## src/rtl/tape_ram_if.sv

```systemverilog
// Bus bundle between the TAP parser / Z80 side and the RAM injector.
// Parser outputs, CPU bus status inputs, RAM write port and injection controls.
interface tape_ram_if;
    logic [15:0] tape_addr;
    logic        tape_wr;
    logic [7:0]  tape_dout;
    logic        tape_complete;
    logic        autostart;
    logic        cpu_ram_busy;
    logic        cpu_rd_done;
    logic        cpu_m1;

    logic [15:0] ram_addr;
    logic [7:0]  ram_din;
    logic        ram_we;
    logic        cpu_wait;
    logic        inject_en;
    logic [7:0]  inject_data;
    logic        overflow;
    logic        busy;

    modport master (
        output tape_addr, tape_wr, tape_dout, tape_complete, autostart,
               cpu_ram_busy, cpu_rd_done, cpu_m1,
        input  ram_addr, ram_din, ram_we, cpu_wait, inject_en, inject_data,
               overflow, busy
    );

    modport slave (
        input  tape_addr, tape_wr, tape_dout, tape_complete, autostart,
               cpu_ram_busy, cpu_rd_done, cpu_m1,
        output ram_addr, ram_din, ram_we, cpu_wait, inject_en, inject_data,
               overflow, busy
    );
endinterface

```

## src/rtl/tape_ram_injector.sv

```systemverilog
// Buffers TAP loader writes into idle RAM slots and, once loading completes,
// forces a JP <exec> into the Z80's next opcode fetch.
module tape_ram_injector #(
    parameter int unsigned DEPTH = 16
) (
    input  logic      clk,
    input  logic      reset,
    tape_ram_if.slave bus
);

    localparam int unsigned AW = $clog2(DEPTH);
    localparam int unsigned CW = AW + 1;
    localparam logic [7:0]  JP_OPCODE = 8'hC3;

    typedef struct packed {
        logic [15:0] addr;
        logic [7:0]  data;
    } entry_t;

    // JP_OP is kept for encoding completeness; the opcode byte is served from ARM.
    typedef enum logic [2:0] {
        IDLE,
        DRAIN,
        ARM,
        JP_OP,
        JP_LO,
        JP_HI
    } state_t;

    entry_t          mem [DEPTH];
    logic [AW-1:0]   wr_ptr;
    logic [AW-1:0]   rd_ptr;
    logic [CW-1:0]   count;

    logic            prev_wr;
    logic            prev_tc;
    logic [15:0]     last_addr;
    logic            overflow_q;

    state_t          state;
    state_t          next_state;
    logic [15:0]     exec;
    logic [15:0]     exec_next;
    logic            inj_en_q;
    logic            inj_en_next;
    logic [7:0]      inj_data_q;
    logic [7:0]      inj_data_next;

    logic            empty;
    logic            full;
    logic            accept;
    logic            pop;
    logic            push;
    logic            tc_rise;
    entry_t          head;

    assign empty   = (count == '0);
    assign full    = (count == CW'(DEPTH));
    // A held write level only counts again when the address moves on.
    assign accept  = bus.tape_wr && (!prev_wr || (bus.tape_addr != last_addr));
    assign pop     = !empty && !bus.cpu_ram_busy;
    assign push    = accept && (!full || pop);
    assign tc_rise = bus.tape_complete && !prev_tc;
    assign head    = mem[rd_ptr];

    // Edge detectors, last-address tracker and sticky overflow.
    always_ff @(posedge clk) begin
        if (reset) begin
            prev_wr    <= 1'b0;
            prev_tc    <= 1'b0;
            last_addr  <= 16'h0000;
            overflow_q <= 1'b0;
        end else begin
            prev_wr <= bus.tape_wr;
            prev_tc <= bus.tape_complete;
            if (accept) begin
                last_addr <= bus.tape_addr;
            end
            if (accept && !push) begin
                overflow_q <= 1'b1;
            end
        end
    end

    // FIFO pointers and occupancy.
    always_ff @(posedge clk) begin
        if (reset) begin
            wr_ptr <= '0;
            rd_ptr <= '0;
            count  <= '0;
        end else begin
            if (push) begin
                wr_ptr <= wr_ptr + AW'(1);
            end
            if (pop) begin
                rd_ptr <= rd_ptr + AW'(1);
            end
            case ({push, pop})
                2'b10:   count <= count + CW'(1);
                2'b01:   count <= count - CW'(1);
                default: count <= count;
            endcase
        end
    end

    // FIFO storage needs no reset; occupancy guards every read.
    always_ff @(posedge clk) begin
        if (push) begin
            mem[wr_ptr] <= entry_t'({bus.tape_addr, bus.tape_dout});
        end
    end

    // FSM and injection registers.
    always_ff @(posedge clk) begin
        if (reset) begin
            state      <= IDLE;
            exec       <= 16'h0000;
            inj_en_q   <= 1'b0;
            inj_data_q <= 8'h00;
        end else begin
            state      <= next_state;
            exec       <= exec_next;
            inj_en_q   <= inj_en_next;
            inj_data_q <= inj_data_next;
        end
    end

    always_comb begin
        next_state    = state;
        exec_next     = exec;
        inj_en_next   = 1'b0;
        inj_data_next = 8'h00;

        case (state)
            IDLE: begin
                if (tc_rise && bus.autostart) begin
                    exec_next  = bus.tape_addr;
                    next_state = DRAIN;
                end
            end
            DRAIN: begin
                if (tc_rise) begin
                    exec_next = bus.tape_addr;
                end else if (empty && !accept) begin
                    next_state = ARM;
                end
            end
            ARM: begin
                if (tc_rise) begin
                    exec_next  = bus.tape_addr;
                    next_state = DRAIN;
                end else if (bus.cpu_rd_done && bus.cpu_m1) begin
                    next_state = JP_LO;
                end
            end
            JP_LO: begin
                if (bus.cpu_rd_done) begin
                    next_state = JP_HI;
                end
            end
            JP_HI: begin
                if (bus.cpu_rd_done) begin
                    next_state = IDLE;
                end
            end
            default: next_state = IDLE;
        endcase

        // Decode from next state so the byte is stable for the whole read.
        case (next_state)
            ARM: begin
                inj_en_next   = 1'b1;
                inj_data_next = JP_OPCODE;
            end
            JP_LO: begin
                inj_en_next   = 1'b1;
                inj_data_next = exec_next[7:0];
            end
            JP_HI: begin
                inj_en_next   = 1'b1;
                inj_data_next = exec_next[15:8];
            end
            default: ;
        endcase
    end

    assign bus.ram_we      = pop;
    assign bus.ram_addr    = pop ? head.addr : 16'h0000;
    assign bus.ram_din     = pop ? head.data : 8'h00;
    assign bus.cpu_wait    = (count >= CW'(DEPTH - 4)) || (state == DRAIN);
    // Only opcode fetches are overridden while waiting for the JP opcode slot.
    assign bus.inject_en   = inj_en_q && (bus.cpu_m1 || (state != ARM));
    assign bus.inject_data = inj_data_q;
    assign bus.overflow    = overflow_q;
    assign bus.busy        = !empty || (state != IDLE);

endmodule

```

## src/flat_wrapper.sv

```systemverilog
// flat-port wrapper written by rule: the top's interface ports become plain ports
module tape_ram_injector_flat 
#(
    parameter int unsigned DEPTH = 16
)
  (clk, reset, bus_tape_addr, bus_tape_wr, bus_tape_dout, bus_tape_complete, bus_autostart, bus_cpu_ram_busy, bus_cpu_rd_done, bus_cpu_m1, bus_ram_addr, bus_ram_din, bus_ram_we, bus_cpu_wait, bus_inject_en, bus_inject_data, bus_overflow, bus_busy);
  tape_ram_if bus_i ();
  input  logic clk;
  input  logic reset;
  input wire logic [$bits(bus_i.tape_addr)-1:0] bus_tape_addr;
  input wire logic [$bits(bus_i.tape_wr)-1:0] bus_tape_wr;
  input wire logic [$bits(bus_i.tape_dout)-1:0] bus_tape_dout;
  input wire logic [$bits(bus_i.tape_complete)-1:0] bus_tape_complete;
  input wire logic [$bits(bus_i.autostart)-1:0] bus_autostart;
  input wire logic [$bits(bus_i.cpu_ram_busy)-1:0] bus_cpu_ram_busy;
  input wire logic [$bits(bus_i.cpu_rd_done)-1:0] bus_cpu_rd_done;
  input wire logic [$bits(bus_i.cpu_m1)-1:0] bus_cpu_m1;
  output wire logic [$bits(bus_i.ram_addr)-1:0] bus_ram_addr;
  output wire logic [$bits(bus_i.ram_din)-1:0] bus_ram_din;
  output wire logic [$bits(bus_i.ram_we)-1:0] bus_ram_we;
  output wire logic [$bits(bus_i.cpu_wait)-1:0] bus_cpu_wait;
  output wire logic [$bits(bus_i.inject_en)-1:0] bus_inject_en;
  output wire logic [$bits(bus_i.inject_data)-1:0] bus_inject_data;
  output wire logic [$bits(bus_i.overflow)-1:0] bus_overflow;
  output wire logic [$bits(bus_i.busy)-1:0] bus_busy;
  assign bus_i.tape_addr = bus_tape_addr;
  assign bus_i.tape_wr = bus_tape_wr;
  assign bus_i.tape_dout = bus_tape_dout;
  assign bus_i.tape_complete = bus_tape_complete;
  assign bus_i.autostart = bus_autostart;
  assign bus_i.cpu_ram_busy = bus_cpu_ram_busy;
  assign bus_i.cpu_rd_done = bus_cpu_rd_done;
  assign bus_i.cpu_m1 = bus_cpu_m1;
  assign bus_ram_addr = bus_i.ram_addr;
  assign bus_ram_din = bus_i.ram_din;
  assign bus_ram_we = bus_i.ram_we;
  assign bus_cpu_wait = bus_i.cpu_wait;
  assign bus_inject_en = bus_i.inject_en;
  assign bus_inject_data = bus_i.inject_data;
  assign bus_overflow = bus_i.overflow;
  assign bus_busy = bus_i.busy;
  tape_ram_injector #(.DEPTH(DEPTH)) u_core (.clk(clk), .reset(reset), .bus(bus_i));
endmodule
```

## config.mk

```make
export PLATFORM = sky130hd
export DESIGN_NAME = tape_ram_injector_flat
export DESIGN_NICKNAME = d
export VERILOG_FILES = /design/src/rtl/tape_ram_if.sv /design/src/rtl/tape_ram_injector.sv /design/src/flat_wrapper.sv
export SDC_FILE = /design/constraint.sdc
export NUM_CORES = 1
export LEC_CHECK = 0
export BUFFER_PORTS_ARGS = -buffer_cell sky130_fd_sc_hd__buf_2
export CORE_ASPECT_RATIO = 1.2
export CORE_MARGIN = 4
export CORE_UTILIZATION = 45
export CTS_CLUSTER_DIAMETER = 100
export DETAILED_ROUTE_END_ITERATION = 10
export HOLD_SLACK_MARGIN = 0.1
export PLACE_DENSITY = 0.66
export SLEW_MARGIN = 30
export SYNTH_ARGS = -nofsm -noshare
export SYNTH_HDL_FRONTEND = slang
export SYNTH_SLANG_ARGS = --single-unit
```

## constraint.sdc

```tcl
create_clock -name clk -period 4.5 [get_ports clk]
set_clock_uncertainty 0.1 [all_clocks]
set_input_delay 0.45 -clock clk [delete_from_list [all_inputs] [get_ports clk]]
set_output_delay 0.45 -clock clk [all_outputs]
set_load 0.03 [all_outputs]
```

==> impl_metrics.env <==
export IMPL_synth_yosys_seq_area_share_pct=72.7
export IMPL_cp_cell_sequence="buf_4 -> buf_4 -> mux4_2 -> nor2b_1 -> a211oi_1 -> a211oi_1 -> buf_2"
export IMPL_critical_path_max_stage_delay_ns=0.77
export IMPL_fin_total_pwr_uw=10200
export IMPL_clkLatencyLatePin_ns=0.54
export IMPL_ys_warnings_count=0
export IMPL_syn_nets=997
export IMPL_p_per_area_nw_per_um2=506
export IMPL_yosysMostFrequentCell="edfxtp_1"
export IMPL_clock_path_buffers=3
export IMPL_finalHoldViolCount=0
export IMPL_critPathTopFamily="buffers and inverters"
export IMPL_antenna_found_initial=1
export IMPL_min_from="bus_tape_dout[5]"
export IMPL_maxCapViolCount=0
export IMPL_grt_setup_unrepaired="false"
export IMPL_grt_overflow_total=0
export IMPL_grt_max_degree=61
export IMPL_viasPerCell=5.73
export IMPL_tightest_slew_ns=0.958
export IMPL_layout_drive_gt1_share_pct=26.0
export IMPL_post_route_min_period_ns=3.59
export IMPL_yosysTopAreaCell="edfxtp_1"
export IMPL_vdd_drop_max_mv=0.421
export IMPL_worstPathMaxFanout=35
export IMPL_postLayoutCellArea_um2=20200
export IMPL_post_cts_buffers=0
export IMPL_die_area_um2=42400
export IMPL_netlist_top_cells_count="edfxtp_1, mux4_2, dfxtp_1"
export IMPL_clk_pin_slew_ns=0.06
export IMPL_root_buffer="clkbuf_16"
export IMPL_grt_pass1_wl_um=60300
export IMPL_vias=9213
export IMPL_rows=79
export IMPL_nets=1089
export IMPL_drtAntennaViolNets=0
export IMPL_p_leak_uw=0.00658
export IMPL_synth_edf_count=384
export IMPL_utilization_pct=52.0
export IMPL_worst_hold_path_type="in2reg"
export IMPL_synthTopCellsByArea="edfxtp_1, mux4_2, dfxtp_1"
export IMPL_grt_pass1_vias=9451
export IMPL_cts_buffers_inserted=44
export IMPL_yosys_most_used_dff="edfxtp_1"
export IMPL_synth_fa_ha_area_share_pct=0.682
export IMPL_place_ws_ns=1.11
export IMPL_ys_ff_latch=448
export IMPL_fin_tns_setup_ns=0
export IMPL_slew_headroom_pct=36.2
export IMPL_wl_per_cell_um=25.0
export IMPL_setup_ws_ns=0.911
export IMPL_critPathRequiredTime_ns=3.95
export IMPL_grt_usage_pct=19.1
export IMPL_slowest_stage="dfxtp_4"
export IMPL_synth_top_area_share_pct=65.4
export IMPL_synth_top_family_by_area="multiplexers"
export IMPL_max_freq_mhz=279
export IMPL_synth_distinct_cells=48
export IMPL_drt_iter0_drc=881
export IMPL_route_detailed_drc=0
export IMPL_drtPass1Iterations=5
export IMPL_dieWidth_um=189
export IMPL_syn_inst=956
export IMPL_critPathBufInv=3
export IMPL_worstSetupPathType="reg2out"
export IMPL_synth_compound_area_share_pct=4.00
export IMPL_syn_to_final_growth_pct=14.4
export IMPL_synth_mux_area_share_pct=15.1
export IMPL_maxSlewViolCount=0
export IMPL_cts_sinks=448
export IMPL_io_buffers=68
export IMPL_end_kind="output pin"
export IMPL_htreeDepth=2
export IMPL_arrival_ns=3.04
export IMPL_setup_viol=0
export IMPL_start_kind="flip-flop"
export IMPL_core_area_um2=38700
export IMPL_gp_congestion=0.802
export IMPL_dieHeight_um=225
export IMPL_cts_tree="done"
export IMPL_r2r_start="u_core.count[0]$_SDFFE_PP0P_"
export IMPL_placedInstanceArea_um2=18700
export IMPL_avgSynthCellArea_um2=18.4
export IMPL_yosys_area_share_simple_pct=4.79
export IMPL_ios=69
export IMPL_start_util_pct=45.5
export IMPL_status="finished clean"
export IMPL_synth_async_sr_flop_share_pct=0
export IMPL_hpwlAfterDp_um=23000
export IMPL_wl_um=40300
export IMPL_synthXorXnorAreaFrac_pct=1.14
export IMPL_syn_cell_area_um2=17600
export IMPL_final_period_utilization_pct=79.8
-- final timing paths --
path	endpoint	cells past startpoint	slack, ns
setup / recovery	bus_ram_addr[2]	7	0.91
hold / removal	u_core.mem[10][5]$_DFFE_PP_	1	0.18
setup reg to reg	u_core.count[4]$_SDFFE_PP0P_	12	1.43
hold reg to reg	u_core.last_addr[2]$_SDFFE_PP0P_	2	0.37
-- kinds of logic after synthesis --
kind of cell / Yosys count
and+or+nand+nor: 165
muxes: 145
AOI/OAI and AO/OA: 101
adders and majority gates: 9
xor gates and xnor gates: 23
buffers and inverters: 65
DFF: 448
-- worst register-to-register path: cells and delay by family, from the launching register on --
family	cells	cell delay [ns]
and+or+nand+nor	5	1.08
AOI/OAI and AO/OA	4	0.84
DFF	1	0.33
adders and majority gates	1	0.32
buffers and inverters	2	0.25
-- area by class of cell --
class                           count  area (um^2)
Multi-Input combinational cell    443         4560
Clock buffer                       59         1210
Timing Repair Buffer              101          651
Clock inverter                     21          213
Antenna cell                        1         2.50
Tap cell                          526          658
Inverter                           10         37.5
Sequential cell                   448        12800
Fill cell                        3158        18600
-- layer usage --
metal	global-route usage (%)	wire, um
met4	4.16	668
met2	32.9	20400
met1	26.2	16800
met3	3.03	2320
met5	0	0
-- cells in the final DEF (no fill, tap or decap), drive strengths merged, types with 3 or more instances in the layout --
cell type  instances
edfxtp           384
buf              100
mux4              96
dfxtp             64
clkbuf            59
a211oi            54
nor2b             50
nor2              46
mux2i             39
nand2             31
a21oi             19
xnor2             18
and3              15
inv               12
clkinv            12
a31oi             10
nor3              10
mux2              10
ha                 8
o21ai              7
nand4              5
xor2               5
bufinv             4
clkinvlp           3
-- sequential cells by signal, indices dropped and copies added, names as in the netlist, named ones only --
signal	cells
u_core.prev_wr	1
u_core.last_addr	16
u_core.rd_ptr	4
u_core.prev_tc	1
u_core.exec	16
u_core.inj_en_q	1
u_core.mem	384
u_core.wr_ptr	4
u_core.state	3
u_core.bus.overflow	1
u_core.count	5
u_core.bus.inject_data	8
-- stage by stage --
stage | std cells | hold WS [ns]
after floorplan | 956 | 0.344
after global placement | 1526 | 0.354
after detailed placement | 1527 | 0.354
after CTS | 1608 | 0.154
after global routing | 1608 | 0.172
final | 1609 | 0.184
-- repair_timing --
action,in CTS,in global routing
endpoints found under the hold margin,1,0
resized for setup,0,0
hold buffers,1,0
-- power by group --
| group | switching (uW) | internal, uW |
|---|---|---|
| clock network | 1490 | 2120 |
| logic | 1060 | 747 |
| registers | 135 | 4640 |
(Power assumes the default switching activity.)
